--- config.mk ---
export PLATFORM = sky130hd
export DESIGN_NAME = chimp_sequencer
export DESIGN_NICKNAME = d
export VERILOG_FILES = /design/src/rtl/chimp_sequencer.sv
export SDC_FILE = /design/constraint.sdc
export NUM_CORES = 1
export LEC_CHECK = 0
export BUFFER_PORTS_ARGS = -buffer_cell sky130_fd_sc_hd__buf_2
export CORE_AREA = 2 2 62 108
export CTS_CLUSTER_SIZE = 14
export DETAILED_ROUTE_END_ITERATION = 10
export DIE_AREA = 0 0 64 110
export SYNTH_ARGS = -nofsm -noshare
export SYNTH_HDL_FRONTEND = slang
export SYNTH_SLANG_ARGS = --single-unit
--- constraint.sdc ---
create_clock -name clk -period 2.1 [get_ports clk]
set_input_delay 0.42 -clock clk [delete_from_list [all_inputs] [get_ports clk]]
set_output_delay 0.42 -clock clk [all_outputs]
set_load 0.05 [all_outputs]
--- src/rtl/chimp_sequencer.sv ---
// rtl/chimp_sequencer.sv - chimp memory test game-control FSM
// Counter-based level/lives/expect tracking with registered outputs.
module chimp_sequencer #(
  parameter int MAX_LEVEL   = 31,
  parameter int START_LEVEL = 4,
  parameter int NUM_LIVES   = 3,
  parameter int LW          = 5,
  parameter int PW          = 6
) (
  input  logic          clk,
  input  logic          iResetn,
  input  logic          iAbort,
  input  logic          iEnter,
  input  logic          iPressValid,
  input  logic [PW-1:0] iPressNum,
  output logic          oLoadValid,
  output logic [LW-1:0] oLoadIdx,
  output logic          oHide,
  output logic [LW-1:0] oLevel,
  output logic [2:0]    oLives,
  output logic [LW-1:0] oExpect,
  output logic [2:0]    oState,
  output logic          oWin,
  output logic          oFail,
  output logic          oCleared
);

  localparam logic [2:0] S_IDLE   = 3'd0;
  localparam logic [2:0] S_LOAD   = 3'd1;
  localparam logic [2:0] S_SHOW   = 3'd2;
  localparam logic [2:0] S_CHOOSE = 3'd3;
  localparam logic [2:0] S_WIN    = 3'd4;
  localparam logic [2:0] S_FAIL   = 3'd5;
  localparam logic [2:0] S_OVER   = 3'd6;

  localparam logic [LW-1:0] START_L = LW'(START_LEVEL);
  localparam logic [LW-1:0] MAX_L   = LW'(MAX_LEVEL);
  localparam logic [LW-1:0] ONE_L   = LW'(1);
  localparam logic [2:0]    LIVES_0 = 3'(NUM_LIVES);

  logic [2:0] state;
  logic       press_live;
  logic       press_match;

  assign oState      = state;
  assign press_live  = iPressValid && (iPressNum != '0);
  assign press_match = (32'(iPressNum) == 32'(oExpect));

  always_ff @(posedge clk or negedge iResetn) begin
    if (!iResetn) begin
      state      <= S_IDLE;
      oLevel     <= START_L;
      oLives     <= LIVES_0;
      oExpect    <= ONE_L;
      oLoadIdx   <= '0;
      oLoadValid <= 1'b0;
      oHide      <= 1'b0;
      oWin       <= 1'b0;
      oFail      <= 1'b0;
      oCleared   <= 1'b0;
    end else if (iAbort) begin
      state      <= S_IDLE;
      oLevel     <= START_L;
      oLives     <= LIVES_0;
      oExpect    <= ONE_L;
      oLoadIdx   <= '0;
      oLoadValid <= 1'b0;
      oHide      <= 1'b0;
      oWin       <= 1'b0;
      oFail      <= 1'b0;
      oCleared   <= 1'b0;
    end else begin
      oWin       <= 1'b0;
      oFail      <= 1'b0;
      oLoadValid <= 1'b0;
      case (state)
        S_IDLE: begin
          if (iEnter) begin
            oLevel     <= START_L;
            oLives     <= LIVES_0;
            oCleared   <= 1'b0;
            state      <= S_LOAD;
            oLoadValid <= 1'b1;
            oLoadIdx   <= ONE_L;
            oExpect    <= ONE_L;
            oHide      <= 1'b0;
          end
        end
        S_LOAD: begin
          // Index 1 was issued on entry, so the last tile ends the phase.
          if (oLoadIdx == oLevel) begin
            state    <= S_SHOW;
            oLoadIdx <= '0;
          end else begin
            oLoadIdx   <= oLoadIdx + ONE_L;
            oLoadValid <= 1'b1;
          end
        end
        S_SHOW: begin
          if (iEnter) begin
            state   <= S_CHOOSE;
            oExpect <= ONE_L;
          end
        end
        S_CHOOSE: begin
          if (press_live) begin
            if (press_match && (oExpect < oLevel)) begin
              oExpect <= oExpect + ONE_L;
              oHide   <= 1'b1;
            end else if (press_match) begin
              state <= S_WIN;
              oWin  <= 1'b1;
              oHide <= 1'b0;
            end else begin
              state <= S_FAIL;
              oFail <= 1'b1;
              oHide <= 1'b0;
              if (oLives != 3'd0) oLives <= oLives - 3'd1;
            end
          end
        end
        S_WIN: begin
          if (oLevel == MAX_L) begin
            oCleared <= 1'b1;
            state    <= S_OVER;
          end else begin
            oLevel     <= oLevel + ONE_L;
            state      <= S_LOAD;
            oLoadValid <= 1'b1;
            oLoadIdx   <= ONE_L;
            oExpect    <= ONE_L;
          end
        end
        S_FAIL: begin
          // Lives were already decremented on entry; zero means the last one is gone.
          if (oLives == 3'd0) begin
            state <= S_OVER;
          end else begin
            state      <= S_LOAD;
            oLoadValid <= 1'b1;
            oLoadIdx   <= ONE_L;
            oExpect    <= ONE_L;
          end
        end
        S_OVER: begin
          if (iEnter) state <= S_IDLE;
        end
        default: state <= S_IDLE;
      endcase
    end
  end

endmodule

==> metrics.yaml <==
outcome:
  outcome: "completed"
drt:
  dr_total_vias: 1686
  avgViaCountPerCell: 5.078
  antenna_left: 0
  drt_first_pass_iters: 4
  wl_per_cell_microns: 15.01
  drt-initial-drc-count: 41
  drc: 0
  routed_wl_mm: 4.984
logic_synthesis:
  ys_seq_elements: 26
  yosysMostFrequentCell: "dfrtp_1"
  async_flop_share: 1.000
  synth_compound_area_frac: 0.2179
  yosysWarnings: 0
  synth_mux_area_frac: 0.02733
  synth-main-ff-cell: "dfrtp_1"
  synth_area_sq_um: 1785
  synth_area_per_cell_sq_um: 9.017
  yosysSeqAreaShare: 0.3672
  synth-edff-count: 0
  synth_nets: 219
  yosysUniqueCellTypes: 46
  synth_top_family_by_area: "simple AND/OR/NAND/NOR gates"
  synth_top_cells_by_count: "dfrtp_1 (22), nor2_1 (19), nand2_1 (13), o21ai_0 (13)"
  netlist.area_leader.share: 0.3083
  synth-simple-area-share: 0.2207
  syn_inst: 198
  synth_top_area_cell: "dfrtp_1"
  synth_fa_ha_area_frac: 0.07008
  synth_top_cells_by_area: "dfrtp_1 (31%), ha_1 (7.0%), dfstp_2 (5.9%)"
  synthXorXnorAreaFrac: 0.05396
timing:
  max_clock_freq_mhz: 487.0
  skew_ns: 0.01157
  finalSetupViolCount: 0
  finalHoldViolCount: 0
  worst_pin_slew_ns: 0.6234
  min_period_ns: 2.053
  drv_slew: 0
  relSlewSlack: 0.5844
  rsz0062_at_grt: "true"
  finalCritPeriodShare: 0.9777
clock_tree:
  path_clk_slew_ns: 0.10
  clk_latency_ns: 0.28
  root_buffer: "clkbuf_8"
  hold_buffers: 0
  cts_num_sinks: 26
  htreeDepth: 1
  cts_buffer_depth: 2
  cts_tree: "yes"
  cts_buffers: 3
floorplanning:
  die_y_microns: 110
  die_width_microns: 64
  dieArea_sq_um: 7040
  fp-row-count: 38
  start_util: 0.2911
  io_pins: 37
  coreArea_sq_um: 6133
final_layout:
  antenna_cells: 0
  nets: 274
  fillers: 623
  syn2layout_area_growth_pct: 29.36
  regArea_sq_um: 664.4
  multi_input_area_sq_um: 1125
  drive_gt1_frac: 0.3770
  final_core_util: 0.3766
  layoutNonFillerInstCount: 332
grt:
  grt_pass1_wl_mm: 8.169
  grt_pass1_vias: 1706
  grt_overflow: 0
  track_usage: 0.1494
  antenna_found_initial: 0
  grt_max_degree: 27
placement:
  dp_hpwl_mm: 3.957
  place_congestion: 0.8532
  port_buffers: 36
  dp.cells: 326
setup_path:
  arrival_ns: 2.23
  path_class: "register to register"
  start_kind: "register"
  r2r_start: "oLevel[0]"
  crit_path_start: "oLevel[0]"
  required_ns: 2.28
  end_kind: "register"
  critPathMaxFanout: 4
power:
  leakage_nw: 1.072
  ir_drop_uv: 368.8
  power.density_nw_per_um2: 607.8
worst_hold_path:
  hold_path.class: "input port to async pin"
flow_run:
  cap_violations: 0
where the power goes:
part           switching (mW)  total, mW  leakage [nW]  internal [mW]
combinational           0.311      0.511         0.712          0.200
sequential             0.0549      0.590         0.338          0.536
clock                   0.166      0.303        0.0228          0.136
total                   0.532       1.40          1.07          0.872
worst paths after layout:
check                                   end  slack [ns]  cells past startpoint
worst max-delay path            oLoadIdx[3]        0.05                      8
worst min-delay path              oLevel[3]        0.14                      1
worst max register to register  oLoadIdx[3]        0.05                      8
worst min register to register        oHide        0.49                      1
max in group asynchronous         oState[0]        1.50                      1
min in group clk                      oHide        0.49                      1
area by class of cell:
cell class,instances,share of cell area
clock buffers,4,0.01950
inverters,10,0.01625
multi-input cells,155,0.4870
flip-flops and latches,26,0.2876
well taps,80,0.04334
repair buffers,57,0.1463
metal layers:
layer,part of all wire,vias up,GRT usage
li1,-,831,-
met4,0.023,0,0.06056
met2,0.57,40,0.2961
met1,0.38,806,0.1521
met3,0.032,9,0.02234
met5,0,-,0
cells in the final DEF, fill, tap and decap left out, types with 4 or more instances in the layout:
| master | Yosys | final |
|---|---|---|
| buf_2 | 4 | 36 |
| buf_4 | 2 | 21 |
| dfrtp_1 | 22 | 18 |
| nor2_1 | 19 | 17 |
| nand2_1 | 13 | 13 |
| o21ai_0 | 13 | 13 |
| nand3_1 | 9 | 9 |
| nor3_1 | 10 | 8 |
| inv_1 | 10 | 7 |
| xor2_1 | 7 | 7 |
| a21oi_1 | 9 | 7 |
| a31oi_1 | 8 | 7 |
| a22o_1 | 6 | 6 |
| ha_1 | 10 | 6 |
| a21o_1 | 4 | 4 |
| xnor2_1 | 4 | 4 |
| dfrtp_2 | 0 | 4 |
registers in the layout, summed over array words and instances, names as in the netlist:
| signal | cells |
|---|---|
| oLoadValid | 1 |
| oLoadIdx | 5 |
| oExpect | 5 |
| oCleared | 1 |
| oFail | 1 |
| oHide | 1 |
| oWin | 1 |
| oLevel | 5 |
| oState | 3 |
| oLives | 3 |
what timing repair did:
item | CTS | global route
endpoints found under the setup margin | 2 | 12
gates cloned | 0 | 0
pin swaps | 1 | 3
buffers inserted | 1 | 1
resized for setup | 1 | 6
per-stage QoR:
stage	power, mW	instance area, sq um	hold WS, ns	setup TNS (ns)	setup slack (ns)
after floorplan	0.9549	1837	0.1244	-0.03373	-0.01692
after global placement	1.097	2221	0.4670	0	0.05007
after detailed placement	1.099	2221	0.4686	-0.01265	-0.01265
after CTS	1.407	2277	0.1654	0	0.01436
after global routing	1.494	2310	0.1768	-0.1567	-0.04572
final	1.404	2310	0.1414	0	0.04680
kinds of logic after synthesis:
| kind of cell | after synthesis |
|---|---|
| simple gates | 73 |
| compound gates | 57 |
| flops | 26 |
| buf+inv | 17 |
| xor+xnor | 11 |
| fa+ha+maj | 10 |
| mux | 4 |
worst max-delay path, stage by stage, from the launching register on:
cell and delay (ns):
dfrtp_2 0.42, ha_2 0.18, and3_1 0.18, ha_2 0.19, mux2_4 0.31, a211oi_4 0.25, nor2_2 0.10, a21o_1 0.16
a22o_1 0.17
No activity file was read; power rests on OpenSTA's default activity.
